===== src/rtl/inst_fetch_responder.sv =====
// Memory-side responder for the IF stage: turns a fetch address into a req/gnt + rvalid
// read of instruction memory and stalls IF until the word is ready. Optional one-entry fetch buffer: FETCH_BUF_EN.
module inst_fetch_responder #(
  parameter int unsigned ADDR_W   = 32,
  parameter logic [31:0] NOP_INST = 32'h00000013,
  parameter int unsigned WAIT_MAX = 255
) (
  input  logic              clk,
  input  logic              rst,
  input  logic [31:0]       inst_addr_i,
  input  logic              fetch_en_i,
  input  logic              flush_i,
  output logic [31:0]       inst_o,
  output logic              mem_stall_o,
  output logic              misalign_o,
  output logic              err_o,
  output logic              mem_req_o,
  output logic [ADDR_W-1:0] mem_addr_o,
  input  logic              mem_gnt_i,
  input  logic              mem_rvalid_i,
  input  logic [31:0]       mem_rdata_i
);

  localparam int unsigned     CNT_W   = (WAIT_MAX < 1) ? 1 : $clog2(WAIT_MAX + 1);
  localparam logic [CNT_W-1:0] CNT_MAX = CNT_W'(WAIT_MAX);

  typedef enum logic [2:0] {
    S_IDLE,
    S_REQ,
    S_WAIT,
    S_DRAIN,
    S_DONE
  } state_t;

  state_t            state_q, state_d;
  logic              kill_q, kill_d;
  logic [CNT_W-1:0]  wait_cnt_q;
  logic              err_q;
  logic              misalign_q;
  logic [31:0]       inst_q;
  logic [ADDR_W-1:0] addr_q;

  logic              aligned;
  logic              load_addr;
  logic              inst_load;
  logic [31:0]       inst_d;
  logic              capture;
  logic              misalign_set;
  logic              cnt_clr;
  logic              cnt_inc;
  logic              buf_hit;
  logic [31:0]       buf_data;

  assign aligned = (inst_addr_i[1:0] == 2'b00);

`ifdef FETCH_BUF_EN
  logic              buf_valid_q;
  logic [ADDR_W-1:0] buf_addr_q;
  logic [31:0]       buf_data_q;

  always_ff @(posedge clk) begin
    if (rst || flush_i) begin
      buf_valid_q <= 1'b0;
    end else if (capture) begin
      buf_valid_q <= 1'b1;
    end
  end

  // NOTE: buffer addr/data are not reset; the valid bit alone gates their use.
  always_ff @(posedge clk) begin
    if (capture) begin
      buf_addr_q <= addr_q;
      buf_data_q <= mem_rdata_i;
    end
  end

  assign buf_hit  = buf_valid_q && (buf_addr_q == inst_addr_i[ADDR_W-1:0]);
  assign buf_data = buf_data_q;
`else
  assign buf_hit  = 1'b0;
  assign buf_data = NOP_INST;
`endif

  // NOTE: state registers use non-blocking <= so every flop samples pre-edge values.
  always_ff @(posedge clk) begin
    if (rst) begin
      state_q <= S_IDLE;
      kill_q  <= 1'b0;
    end else begin
      state_q <= state_d;
      kill_q  <= kill_d;
    end
  end

  // NOTE: every always_comb output is given a default first so no latch is inferred.
  always_comb begin
    state_d      = state_q;
    kill_d       = kill_q;
    load_addr    = 1'b0;
    inst_load    = 1'b0;
    inst_d       = NOP_INST;
    capture      = 1'b0;
    misalign_set = 1'b0;
    cnt_clr      = 1'b0;
    cnt_inc      = 1'b0;

    unique case (state_q)
      S_IDLE: begin
        if (flush_i) begin
          inst_load = 1'b1;
        end else if (fetch_en_i) begin
          if (!aligned) begin
            misalign_set = 1'b1;
            inst_load    = 1'b1;
            state_d      = S_DONE;
          end else if (buf_hit) begin
            inst_load = 1'b1;
            inst_d    = buf_data;
            state_d   = S_DONE;
          end else begin
            load_addr = 1'b1;
            kill_d    = 1'b0;
            state_d   = S_REQ;
          end
        end
      end

      S_REQ: begin
        // A flush cannot withdraw the request; it is remembered until the grant.
        if (flush_i) begin
          inst_load = 1'b1;
        end
        if (mem_gnt_i) begin
          kill_d = 1'b0;
          if (kill_q || flush_i) begin
            state_d = mem_rvalid_i ? S_IDLE : S_DRAIN;
          end else if (mem_rvalid_i) begin
            capture   = 1'b1;
            inst_load = 1'b1;
            inst_d    = mem_rdata_i;
            state_d   = S_DONE;
          end else begin
            state_d = S_WAIT;
          end
        end else if (flush_i) begin
          kill_d = 1'b1;
        end
      end

      S_WAIT: begin
        if (flush_i) begin
          inst_load = 1'b1;
          cnt_clr   = 1'b1;
          state_d   = mem_rvalid_i ? S_IDLE : S_DRAIN;
        end else if (mem_rvalid_i) begin
          capture   = 1'b1;
          inst_load = 1'b1;
          inst_d    = mem_rdata_i;
          cnt_clr   = 1'b1;
          state_d   = S_DONE;
        end else begin
          cnt_inc = 1'b1;
        end
      end

      S_DRAIN: begin
        if (mem_rvalid_i) begin
          state_d = S_IDLE;
        end
      end

      S_DONE: begin
        if (flush_i) begin
          inst_load = 1'b1;
        end
        state_d = S_IDLE;
      end

      default: state_d = S_IDLE;
    endcase
  end

  always_ff @(posedge clk) begin
    if (rst) begin
      inst_q     <= NOP_INST;
      addr_q     <= '0;
      misalign_q <= 1'b0;
    end else begin
      misalign_q <= misalign_set;
      if (inst_load) begin
        inst_q <= inst_d;
      end
      if (load_addr) begin
        addr_q <= inst_addr_i[ADDR_W-1:0];
      end
    end
  end

  // The wait counter saturates at WAIT_MAX; the slow response is still awaited.
  always_ff @(posedge clk) begin
    if (rst) begin
      wait_cnt_q <= '0;
      err_q      <= 1'b0;
    end else if (cnt_clr) begin
      wait_cnt_q <= '0;
    end else if (cnt_inc) begin
      if (wait_cnt_q == CNT_MAX) begin
        err_q <= 1'b1;
      end else begin
        wait_cnt_q <= wait_cnt_q + 1'b1;
      end
    end
  end

  assign mem_req_o   = (state_q == S_REQ);
  assign mem_addr_o  = addr_q;
  assign misalign_o  = misalign_q;
  assign err_o       = err_q;
  assign inst_o      = flush_i ? NOP_INST : inst_q;
  assign mem_stall_o = rst                 ? 1'b0 :
                       (state_q == S_DRAIN) ? fetch_en_i :
                       (fetch_en_i && !flush_i && (state_q != S_DONE));

  a_req_held : assert property (@(posedge clk) disable iff (rst)
    (mem_req_o && !mem_gnt_i) |=> (mem_req_o && $stable(mem_addr_o)));

  a_done_one_cycle : assert property (@(posedge clk) disable iff (rst)
    (state_q == S_DONE) |=> (state_q == S_IDLE));

  a_err_sticky : assert property (@(posedge clk) disable iff (rst)
    err_q |=> err_q);

endmodule


===== config.mk =====
export PLATFORM = sky130hd
export DESIGN_NAME = inst_fetch_responder
export DESIGN_NICKNAME = d
export VERILOG_FILES = /design/src/rtl/inst_fetch_responder.sv
export SDC_FILE = /design/constraint.sdc
export NUM_CORES = 1
export LEC_CHECK = 0
export CORE_ASPECT_RATIO = 1.75
export CORE_MARGIN = 5
export CORE_UTILIZATION = 45
export DETAILED_ROUTE_END_ITERATION = 12
export PLACE_DENSITY = 0.93
export SLEW_MARGIN = 40
export SYNTH_ARGS = -nofsm -noshare
export SYNTH_HDL_FRONTEND = slang
export SYNTH_SLANG_ARGS = --single-unit

===== constraint.sdc =====
create_clock -name clk -period 3.64 [get_ports clk]
set_clock_uncertainty 0.1 [all_clocks]
set_input_delay 0.546 -clock clk [delete_from_list [all_inputs] [get_ports clk]]
set_output_delay 0.546 -clock clk [all_outputs]
set_load 0.01 [all_outputs]

==> impl_metrics.csv, run 1 <==
group,metric,value,unit
run_status,outcome,"complete, no violations",
setup_path,worstSetupPathType,"in -> out",
clock_network,post_cts_hold_buffer_count,0,
synthesis,synth_simple_gate_area_share,22.8,%
detailed_routing,drt-vias-per-instance,5.26,
synthesis,synth.top_cells.by_count,"sky130_fd_sc_hd__dfxtp_1 (78), sky130_fd_sc_hd__nand2_1 (71), sky130_fd_sc_hd__a21oi_1 (41), sky130_fd_sc_hd__nor2b_1 (30), sky130_fd_sc_hd__a22o_1 (29)",
setup_path,reg2reg_to,"inst_q[0]",
floorplanning,start_util,46.3,%
final_layout,layout.cell_area.non_filler,4890,sq um
global_routing,overall_fraction_of_global_route_tracks_in_use,20.1,%
setup_path,worst_ep_required_time,2990,ps
synthesis,synth_seq_area_share,49.2,%
hold_path,hold_end,"mem_addr_o[17]",
synthesis,dominant_combinational_cell_family_by_area_after_synthesis,"simple AND/OR/NAND/NOR gates",
synthesis,synth_fa_ha_area_share,0.394,%
synthesis,yosysMostFrequentCell,"sky130_fd_sc_hd__dfxtp_1",
synthesis,netlist.area_leader.share,49.2,%
timing,worst_pin_slew,598,ps
timing,endpoints_failing_setup,0,
detailed_routing,detailroute.via_count,3019,
hold_path,timing.hold.worst.start,"mem_addr_o[17]",
clock_network,cts_sinks,78,
floorplanning,floorplan.io_pins,138,
clock_network,tritoncts_clock_tree,"yes",
synthesis,syn_area,3180,sq um
synthesis,synth.avg_cell_area,8.97,sq um
floorplanning,fp.coreArea,6860,sq um
synthesis,synth_cell_types,46,
clock_network,cts.path.max_buffers,2,
timing,setup_repair_after_global_routing_missed_its_margin,"false",
setup_path,setup.worst_path.start,"flush_i",
clock_network,cts_post_setup_buffers_inserted,0,
synthesis,postSynthCellCount,354,
setup_path,setup.worst_path.start_class,"input port",
synthesis,asyncSetResetFlopFracSynth,0,%
synthesis,muxShareOfSynthArea,0.354,%
placement,place.gp.congestion,0.875,
detailed_routing,firstDrtPassIters,4,
timing,timing.setup.tns,0,ps
synthesis,synthXorXnorAreaFrac,0.551,%
detailed_routing,antenna_left,0,
clock_network,cts_htree_levels,3,
detailed_routing,detail_route.drc_violations,0,
synthesis,synth.area.top_cells,"sky130_fd_sc_hd__dfxtp_1 (49%), sky130_fd_sc_hd__nand2_1 (8.4%), sky130_fd_sc_hd__a22o_1 (8.0%)",
floorplanning,die_height,121,microns
synthesis,yosys_warnings,0,
final_layout,syn2layout_area_growth,53.8,%
pwr,p_total,1.98,mW
detailed_routing,first_iteration_detailed_routing_drc_count,152,
detailed_routing,highest_layer,"met4",
final_layout,antenna_cells_inserted,0,
setup_path,path_max_fanout,37,
final_layout,drive_gt1_share,5.51,%
global_routing,grt_first_pass_wirelength,14000,microns
timing,maxSlewHeadroom,59.1,%
detailed_routing,route.met2.wl,4600,microns
synthesis,syn-num-nets,425,
placement,portBuffers,137,
placement,hpwl,6430,microns
synthesis,synth_enable_flop_cells,0,
clock_network,clock_insertion_delay_worst_skew,330,ps
synthesis,synth-seq-cells,78,
timing,min_period,2860,ps
pwr,vdd_drop_max,0.281,mV
synthesis,synth_ff_type,"sky130_fd_sc_hd__dfxtp_1",
global_routing,grt_start_max_net_pins,38,
setup_path,ff2ff_path_depth,5,
pwr,power_per_cell_area,405,nW/um^2
timing,final_hold_viol_count,0,
timing,fmaxAchievable,349,MHz
final_layout,layout.nets,556,
pwr,p_leak,1.80,nW
setup_path,rrSetupSlack,1500,ps
floorplanning,die_w,73.5,microns
synthesis,synth_top_area_cell,"sky130_fd_sc_hd__dfxtp_1",
detailed_routing,routed_wire_length_per_instance,15.6,microns
clock_network,cts_made_buffers,9,
setup_path,crit_path_end_kind,"output port",
synthesis,synth-compound-area-share,21.2,%
timing,drv_slew,0,
global_routing,globalRoute.totalOverflow,0,
setup_path,r2r-start,"state_q[0]",
timing,post-route-period-util,78.7,%
placement,postPlaceCellArea,4570,sq um
clock_network,clockRootBuffer,"sky130_fd_sc_hd__clkbuf_16",
global_routing,first_global_vias,3102,
detailed_routing,route.layer.met1.wl,3310,microns
hold_path,hold_path.class,"reg -> reg",
hold_path,worst_hold_path.num_cells,2,
floorplanning,num_rows,40,
setup_path,cp.arrival,2220,ps
floorplanning,die-area,8910,sq um
detailed_routing,met3_length,715,microns
detailed_routing,wirelength,8930,microns
clock_network,path_clk_slew,50,ps
job,drv.max_cap_violation_count,0,
global_routing,number_of_antenna_violations_at_the_first_check_in_global_routing,0,
clock_network,cts_repair_resize_count,0,
-- flip-flops by register name (all words and copies together), names as in the netlist --
register    flops
err_o           1
inst_q         32
kill_q          1
mem_addr_o     32
misalign_o      1
state_q         3
wait_cnt_q      8
-- kinds of logic after synthesis --
kind of cell               after synthesis
AOI/OAI and AO/OA                       96
xor gates and xnor gates                 2
adders and majority gates                1
buffers and inverters                   34
DFF                                     78
muxes                                    1
and+or+nand+nor                        142
-- worst max-delay path by stage --
stage               depth (start not counted)           to  slack, ps
floorplan                                   5   state_q[0]       1640
global placement                            5  mem_stall_o        820
detailed placement                          5  mem_stall_o        790
CTS                                         5  mem_stall_o        780
global route                                5  mem_stall_o        700
finish                                      5  mem_stall_o        780
-- layout make-up --
cell class / count / area [sq um]
fill: 547 / 1970
sequential: 78 / 1560
multi-input combinational: 242 / 1440
timing repair buffer: 143 / 1420
clock buffer: 14 / 284
tap: 84 / 105
inverter: 11 / 41.3
clock inverter: 2 / 37.5
-- where the power goes --
part | internal, mW | total [mW] | switching (mW) | leakage (nW)
combinational | 0.102 | 0.174 | 0.0718 | 1.02
sequential | 0.865 | 0.876 | 0.0110 | 0.630
clock | 0.606 | 0.930 | 0.325 | 0.155
total | 1.57 | 1.98 | 0.407 | 1.80
-- per-stage QoR --
stage               hold WS [ps]  utilization [%]  setup WS (ps)  cells
floorplan                    341                -           1640    354
finish                       352             71.3            776    574
CTS                          355             71.3            782    574
detailed placement           347             66.6            787    558
global route                 372             71.3            704    574
global placement             342             66.6            820    558
-- worst max-delay path: stages --
cell and delay, ps:
sky130_fd_sc_hd__clkdlybuf4s50_1 500, sky130_fd_sc_hd__buf_4 380, sky130_fd_sc_hd__o22ai_1 110, sky130_fd_sc_hd__and3_1 210, sky130_fd_sc_hd__clkdlybuf4s50_1 470
-- routing by layer --
layer	GRT usage, %	vias to the layer above
met5	0	-
met3	6.80	21
met1	20.4	1367
met4	10.8	0
li1	-	1501
met2	34.9	130
-- layout by cell type (no fill, tap or decap), types with 2 or more instances in the layout --
cell                              synthesis  layout
sky130_fd_sc_hd__clkbuf_8                 0       4
sky130_fd_sc_hd__or4_1                    5       5
sky130_fd_sc_hd__xnor2_1                  2       2
sky130_fd_sc_hd__a22oi_1                  3       3
sky130_fd_sc_hd__a22o_1                  29      29
sky130_fd_sc_hd__nand2_1                 71      71
sky130_fd_sc_hd__o21ai_0                  5       5
sky130_fd_sc_hd__clkdlybuf4s50_1          0     137
sky130_fd_sc_hd__buf_4                    2       6
sky130_fd_sc_hd__nor4_1                   3       3
sky130_fd_sc_hd__nor3_1                   3       3
sky130_fd_sc_hd__nor2b_1                 30      30
sky130_fd_sc_hd__o21a_1                   2       2
sky130_fd_sc_hd__nand3_1                  4       4
sky130_fd_sc_hd__inv_1                   11      11
sky130_fd_sc_hd__nor2_1                   9       9
sky130_fd_sc_hd__dfxtp_1                 78      78
sky130_fd_sc_hd__clkbuf_16                0       9
sky130_fd_sc_hd__o31ai_1                  4       4
sky130_fd_sc_hd__and3_1                   6       6
sky130_fd_sc_hd__a21oi_1                 41      41
Note: power is estimated with default switching activity, not from simulation.
==> inputs of run 2 (changes only) <==
--- a/config.mk
+++ b/config.mk
@@ -7,9 +7,9 @@
 export LEC_CHECK = 0
 export CORE_ASPECT_RATIO = 1.75
 export CORE_MARGIN = 5
-export CORE_UTILIZATION = 45
+export CORE_UTILIZATION = 38
 export DETAILED_ROUTE_END_ITERATION = 12
-export PLACE_DENSITY = 0.93
+export PLACE_DENSITY = 0.84
 export SLEW_MARGIN = 40
 export SYNTH_ARGS = -nofsm -noshare
 export SYNTH_HDL_FRONTEND = slang
==> constraint.sdc (replaced) <==
create_clock -name clk -period 2.5 [get_ports clk]
set_clock_uncertainty 0.1 [all_clocks]
set_input_delay 0.375 -clock clk [delete_from_list [all_inputs] [get_ports clk]]
set_output_delay 0.375 -clock clk [all_outputs]
set_load 0.01 [all_outputs]
==> run 2 against run 1 <==
  * Count of clock-buffer cells in the layout is 4 lower
  * Sequential power grew 45%
  * Utilization down 11 points
  * Routed wire length down 2.7%
  * Total power up 53%
  * First-iteration DRC count is 11% higher
  * Via count shrank 0.83%
==> impl_metrics.csv, run 2 (synthesis results as in run 1) <==
group,metric,value,unit
detailed_routing,wirelength,8690,microns
clock_network,path_clk_slew,60,ps
pwr,power.net_switching,0.607,mW
global_routing,grt_first_pass_wirelength,14100,microns
job,drv.max_cap_violation_count,0,
setup_path,rrSetupSlack,580,ps
pwr,share_seq_of_total_power,42.2,%
clock_network,tritoncts_clock_tree,"yes",
detailed_routing,antenna_left,0,
setup_path,critical-path-max-stage-delay,550,ps
setup_path,path_max_fanout,16,
floorplanning,die_w,79.1,microns
hold_path,hold_path.class,"reg -> reg",
timing,timing.setup.tns,0,ps
timing,post-route-period-util,94.5,%
timing,final_hold_viol_count,0,
timing,min_period,2360,ps
floorplanning,num_rows,44,
clock_network,post_cts_hold_buffer_count,0,
setup_path,setup.worst_path.start,"state_q[0]",
floorplanning,die_height,131,microns
detailed_routing,drt-vias-per-instance,5.09,
timing,setup_repair_after_global_routing_missed_its_margin,"false",
pwr,comb_power_share,8.6,%
detailed_routing,routed_wire_length_per_instance,14.8,microns
placement,portBuffers,137,
setup_path,timing.critical_path.slowest_stage_cell,"sky130_fd_sc_hd__clkdlybuf4s50_1",
global_routing,globalRoute.totalOverflow,0,
hold_path,worst_hold_path.num_cells,2,
pwr,vdd_drop_max,0.380,mV
detailed_routing,firstDrtPassIters,4,
clock_network,cts_post_setup_buffers_inserted,0,
clock_network,cts_sinks,78,
floorplanning,start_util,38.5,%
clock_network,cts.path.max_buffers,2,
detailed_routing,first_iteration_detailed_routing_drc_count,168,
placement,place.gp.congestion,0.962,
timing,drv_slew,0,
clock_network,cts_htree_levels,3,
setup_path,crit_path_cell_trace,"or3b_2, inv_1, clkdlybuf4s50_1",
pwr,p_sw_share,20.1,%
setup_path,cp.arrival,1890,ps
setup_path,crit_path_end_kind,"output port",
pwr,portion_of_total_power_attributed_to_the_clock_network,49.2,%
detailed_routing,detailroute.via_count,2994,
clock_network,clock_insertion_delay_worst_skew,330,ps
final_layout,drive_gt1_share,7.46,%
pwr,p_total,3.02,mW
run_status,outcome,"complete, no violations",
clock_network,cts_made_buffers,9,
setup_path,setup.worst_path.start_class,"flip-flop",
global_routing,number_of_antenna_violations_at_the_first_check_in_global_routing,0,
pwr,p_leak,1.85,nW
setup_path,worstSetupPathType,"reg -> out",
floorplanning,die-area,10400,sq um
floorplanning,fp.coreArea,8260,sq um
setup_path,reg2reg_to,"inst_q[6]",
pwr,power_per_cell_area,604,nW/um^2
setup_path,cp-endpoint,"mem_req_o",
timing,fmaxAchievable,423,MHz
final_layout,syn2layout_area_growth,57.4,%
timing,worst_pin_slew,568,ps
floorplanning,floorplan.io_pins,138,
global_routing,first_global_vias,3137,
setup_path,worst_ep_required_time,2030,ps
final_layout,layout.nets,562,
timing,hold_ws,352,ps
timing,endpoints_failing_setup,0,
global_routing,overall_fraction_of_global_route_tracks_in_use,17.2,%
setup_path,ff2ff_path_depth,5,
timing,maxSlewHeadroom,61.2,%
final_layout,antenna_cells_inserted,0,
final_layout,layout_common_cells,"sky130_fd_sc_hd__clkdlybuf4s50_1 (137), sky130_fd_sc_hd__dfxtp_1 (75), sky130_fd_sc_hd__nand2_1 (71)",
clock_network,clockRootBuffer,"sky130_fd_sc_hd__clkbuf_16",
global_routing,grt_start_max_net_pins,38,
detailed_routing,detail_route.drc_violations,0,
setup_path,r2r-start,"state_q[1]",
placement,hpwl,6510,microns
pwr,internal-power,2.41,mW
final_layout,commonest_non_fill_non_tap_cell_in_the_layout,"sky130_fd_sc_hd__clkdlybuf4s50_1",
[run 2: stage by stage]
stage                     utilization [%]  std cells  worst slack, ps  area (sq um)
after floorplan                         -        354              673          3180
after global placement               56.3        572              109          4650
after detailed placement             56.3        572             56.7          4650
after CTS                            60.5        588             4.27          4990
after global routing                 60.5        588             59.9          5000
final                                60.5        588              137          5000
[run 2: repair_timing]
item | CTS | global route
pin swaps | 0 | 0
resized for setup | 1 | 3
endpoints found under the setup margin | 2 | 2
[run 2: per-layer routing]
metal	routed length (microns)	vias to the layer above	part of all wire [%]	global-route usage (%)
met5	0	-	0	0
li1	-	1511	-	-
met1	3310	1358	38	17.2
met3	563	11	6.5	4.25
met4	183	0	2.1	8.40
met2	4630	114	53	32.7
[run 2: power by group through the flow]
stage,combinational [mW],sequential (mW),clock (mW)
after detailed placement,0.261,1.30,0
after global routing,0.280,1.28,1.57
final,0.260,1.27,1.49
after CTS,0.262,1.27,1.51
after global placement,0.256,1.30,0
after floorplan,0.0992,1.30,0
[run 2: cell type report]
type / count / area [sq um]
flip-flops and latches: 78 / 1570
fillers: 729 / 3260
repair buffers: 149 / 1490
multi-input cells: 242 / 1440
well taps: 92 / 115
inverters: 11 / 41.3
clock buffers: 10 / 239
clock inverters: 6 / 109
[run 2: worst min path at each step]
stage                    from             end  slack [ps]
2_1_floorplan      inst_q[10]      inst_q[10]         340
3_3_place_gp   mem_addr_o[28]  mem_addr_o[28]         340
3_5_place_dp   mem_addr_o[28]  mem_addr_o[28]         350
4_1_cts        mem_addr_o[21]  mem_addr_o[21]         350
5_1_grt        mem_addr_o[13]  mem_addr_o[13]         370
6_report       mem_addr_o[28]  mem_addr_o[28]         350
[run 2: critical path, delay by kind of cell (launching register included)]
family                 cells  cell delay, ps
buffers and inverters      2             620
AND/OR/NAND/NOR            1             510
flip-flops                 1             440
==> inputs of run 3 (changes only) <==
--- a/config.mk
+++ b/config.mk
@@ -7,9 +7,9 @@
 export LEC_CHECK = 0
 export CORE_ASPECT_RATIO = 1.75
 export CORE_MARGIN = 5
-export CORE_UTILIZATION = 38
+export CORE_UTILIZATION = 37
 export DETAILED_ROUTE_END_ITERATION = 12
-export PLACE_DENSITY = 0.84
+export PLACE_DENSITY = 0.83
 export SLEW_MARGIN = 40
 export SYNTH_ARGS = -nofsm -noshare
 export SYNTH_HDL_FRONTEND = slang
==> run 3 against run 2 <==
  * First-iteration DRC count grew 37%
  * Final area shrank 1.0%
  * Setup slack better by 4.5 ps
  * Worst hold slack about the same
  * Critical endpoint is now mem_stall_o
  * Highest routed layer unchanged
==> impl_metrics.csv, run 3 (synthesis results as in run 1) <==
group,metric,value,unit
run_status,outcome,"complete, no violations",
final_layout,layout.nets,560,
global_routing,first_global_vias,3088,
placement,portBuffers,137,
setup_path,worstSetupPathType,"in -> out",
placement,postPlaceCellArea,4670,sq um
setup_path,critical-path-max-stage-delay,530,ps
clock_network,clock_insertion_delay_worst_skew,320,ps
timing,endpoints_failing_setup,0,
floorplanning,num_rows,44,
global_routing,grt_start_max_net_pins,38,
setup_path,crit_path_end_kind,"output port",
detailed_routing,antenna_left,0,
setup_path,path_max_fanout,37,
global_routing,grt_first_pass_wirelength,14200,microns
timing,post-route-period-util,94.3,%
floorplanning,die_height,133,microns
clock_network,clockRootBuffer,"sky130_fd_sc_hd__clkbuf_16",
timing,fmaxAchievable,424,MHz
final_layout,syn2layout_area_growth,55.8,%
timing,hold_ws,352,ps
timing,worst_pin_slew,627,ps
setup_path,worst_ep_required_time,2030,ps
placement,place.gp.congestion,0.800,
clock_network,cts_htree_levels,3,
detailed_routing,drt-vias-per-instance,4.91,
setup_path,setup.worst_path.start_class,"input port",
timing,final_hold_viol_count,0,
final_layout,commonest_non_fill_non_tap_cell_in_the_layout,"sky130_fd_sc_hd__clkdlybuf4s50_1",
final_layout,drive_gt1_share,6.88,%
floorplanning,fp.coreArea,8370,sq um
timing,timing.setup.tns,0,ps
floorplanning,start_util,38.0,%
final_layout,layout.cell_area.non_filler,4950,sq um
clock_network,post_cts_hold_buffer_count,0,
timing,min_period,2360,ps
final_layout,antenna_cells_inserted,0,
placement,dp.cells,593,
placement,place_worst_setup_slack,66.7,ps
floorplanning,die_w,80.0,microns
final_layout,layout_common_cells,"sky130_fd_sc_hd__clkdlybuf4s50_1 (137), sky130_fd_sc_hd__dfxtp_1 (76), sky130_fd_sc_hd__nand2_1 (71)",
setup_path,timing.critical_path.slowest_stage_cell,"sky130_fd_sc_hd__clkdlybuf4s50_1",
setup_path,crit_path_cell_trace,"clkdlybuf4s50_1, buf_12, o22ai_1, and3_1, clkdlybuf4s50_1",
clock_network,path_clk_slew,60,ps
final_layout,fin_cells,609,
detailed_routing,routed_wire_length_per_instance,14.1,microns
placement,hpwl,6440,microns
clock_network,cts.path.max_buffers,2,
detailed_routing,first_iteration_detailed_routing_drc_count,230,
detailed_routing,firstDrtPassIters,4,
detailed_routing,wirelength,8600,microns
pwr,power_per_cell_area,547,nW/um^2
pwr,vdd_drop_max,0.325,mV
timing,setup_repair_after_global_routing_missed_its_margin,"false",
timing,setup_ws,142,ps
floorplanning,floorplan.io_pins,138,
floorplanning,die-area,10600,sq um
global_routing,number_of_antenna_violations_at_the_first_check_in_global_routing,0,
clock_network,cts_sinks,78,
setup_path,cp.arrival,1880,ps
timing,maxSlewHeadroom,57.1,%
pwr,p_leak,1.82,nW
job,drv.max_cap_violation_count,0,
global_routing,overall_fraction_of_global_route_tracks_in_use,16.3,%
detailed_routing,detail_route.drc_violations,0,
detailed_routing,detailroute.via_count,2993,
pwr,p_total,2.71,mW
timing,drv_slew,0,
final_layout,final_core_util,59.2,%
clock_network,tritoncts_clock_tree,"yes",
hold_path,hold_path.class,"reg -> reg",
global_routing,globalRoute.totalOverflow,0,
setup_path,cp_common_cell,"sky130_fd_sc_hd__clkdlybuf4s50_1",
setup_path,rrSetupSlack,560,ps
clock_network,cts_made_buffers,9,
[run 3: cell count changes in the layout (fill, tap and decap cells not counted), sizes merged]
cell | previous run | this run
clkinv | 3 | 4
inv | 11 | 12
buf | 12 | 10
clkinvlp | 0 | 1
bufinv | 3 | 0
[run 3: worst paths after layout]
check / endpoint / startpoint / depth (start not counted)
max: mem_stall_o / flush_i / 5
min: mem_addr_o[29] / mem_addr_o[29] / 2
max reg2reg: wait_cnt_q[3] / state_q[2] / 5
min reg2reg: mem_addr_o[29] / mem_addr_o[29] / 2
[run 3: worst max-delay path, delay by kind of cell]
| family | cells | cell delay (ps) |
|---|---|---|
| and+or+nand+nor | 1 | 190 |
| buffers and inverters | 3 | 1230 |
| AOI/OAI and AO/OA | 1 | 80 |
[run 3: timing repair]
action / 4_1_cts / 5_1_grt
gates cloned: 0 / 0
gates resized for setup: 1 / 1
setup endpoints to repair: 1 / 1
buffers inserted: 0 / 0
[run 3: power breakdown]
part / switching [mW] / internal (mW)
sequential: 0.00984 / 1.26
clock: 0.478 / 0.694
combinational: 0.110 / 0.157
[run 3: final cells by class]
| type | instances | area, sq um |
|---|---|---|
| flip-flops and latches | 78 | 1560 |
| repair buffers | 147 | 1480 |
| well taps | 115 | 144 |
| clock buffers | 10 | 239 |
| multi-input cells | 242 | 1440 |
| fillers | 772 | 3420 |
| clock inverters | 6 | 36.3 |
| inverters | 11 | 41.3 |
[run 3: metal layers]
metal,wire length [microns],GRT usage (%)
met1,3340,18.1
met2,4570,29.8
met3,608,3.74
met4,85,5.26
met5,0,0
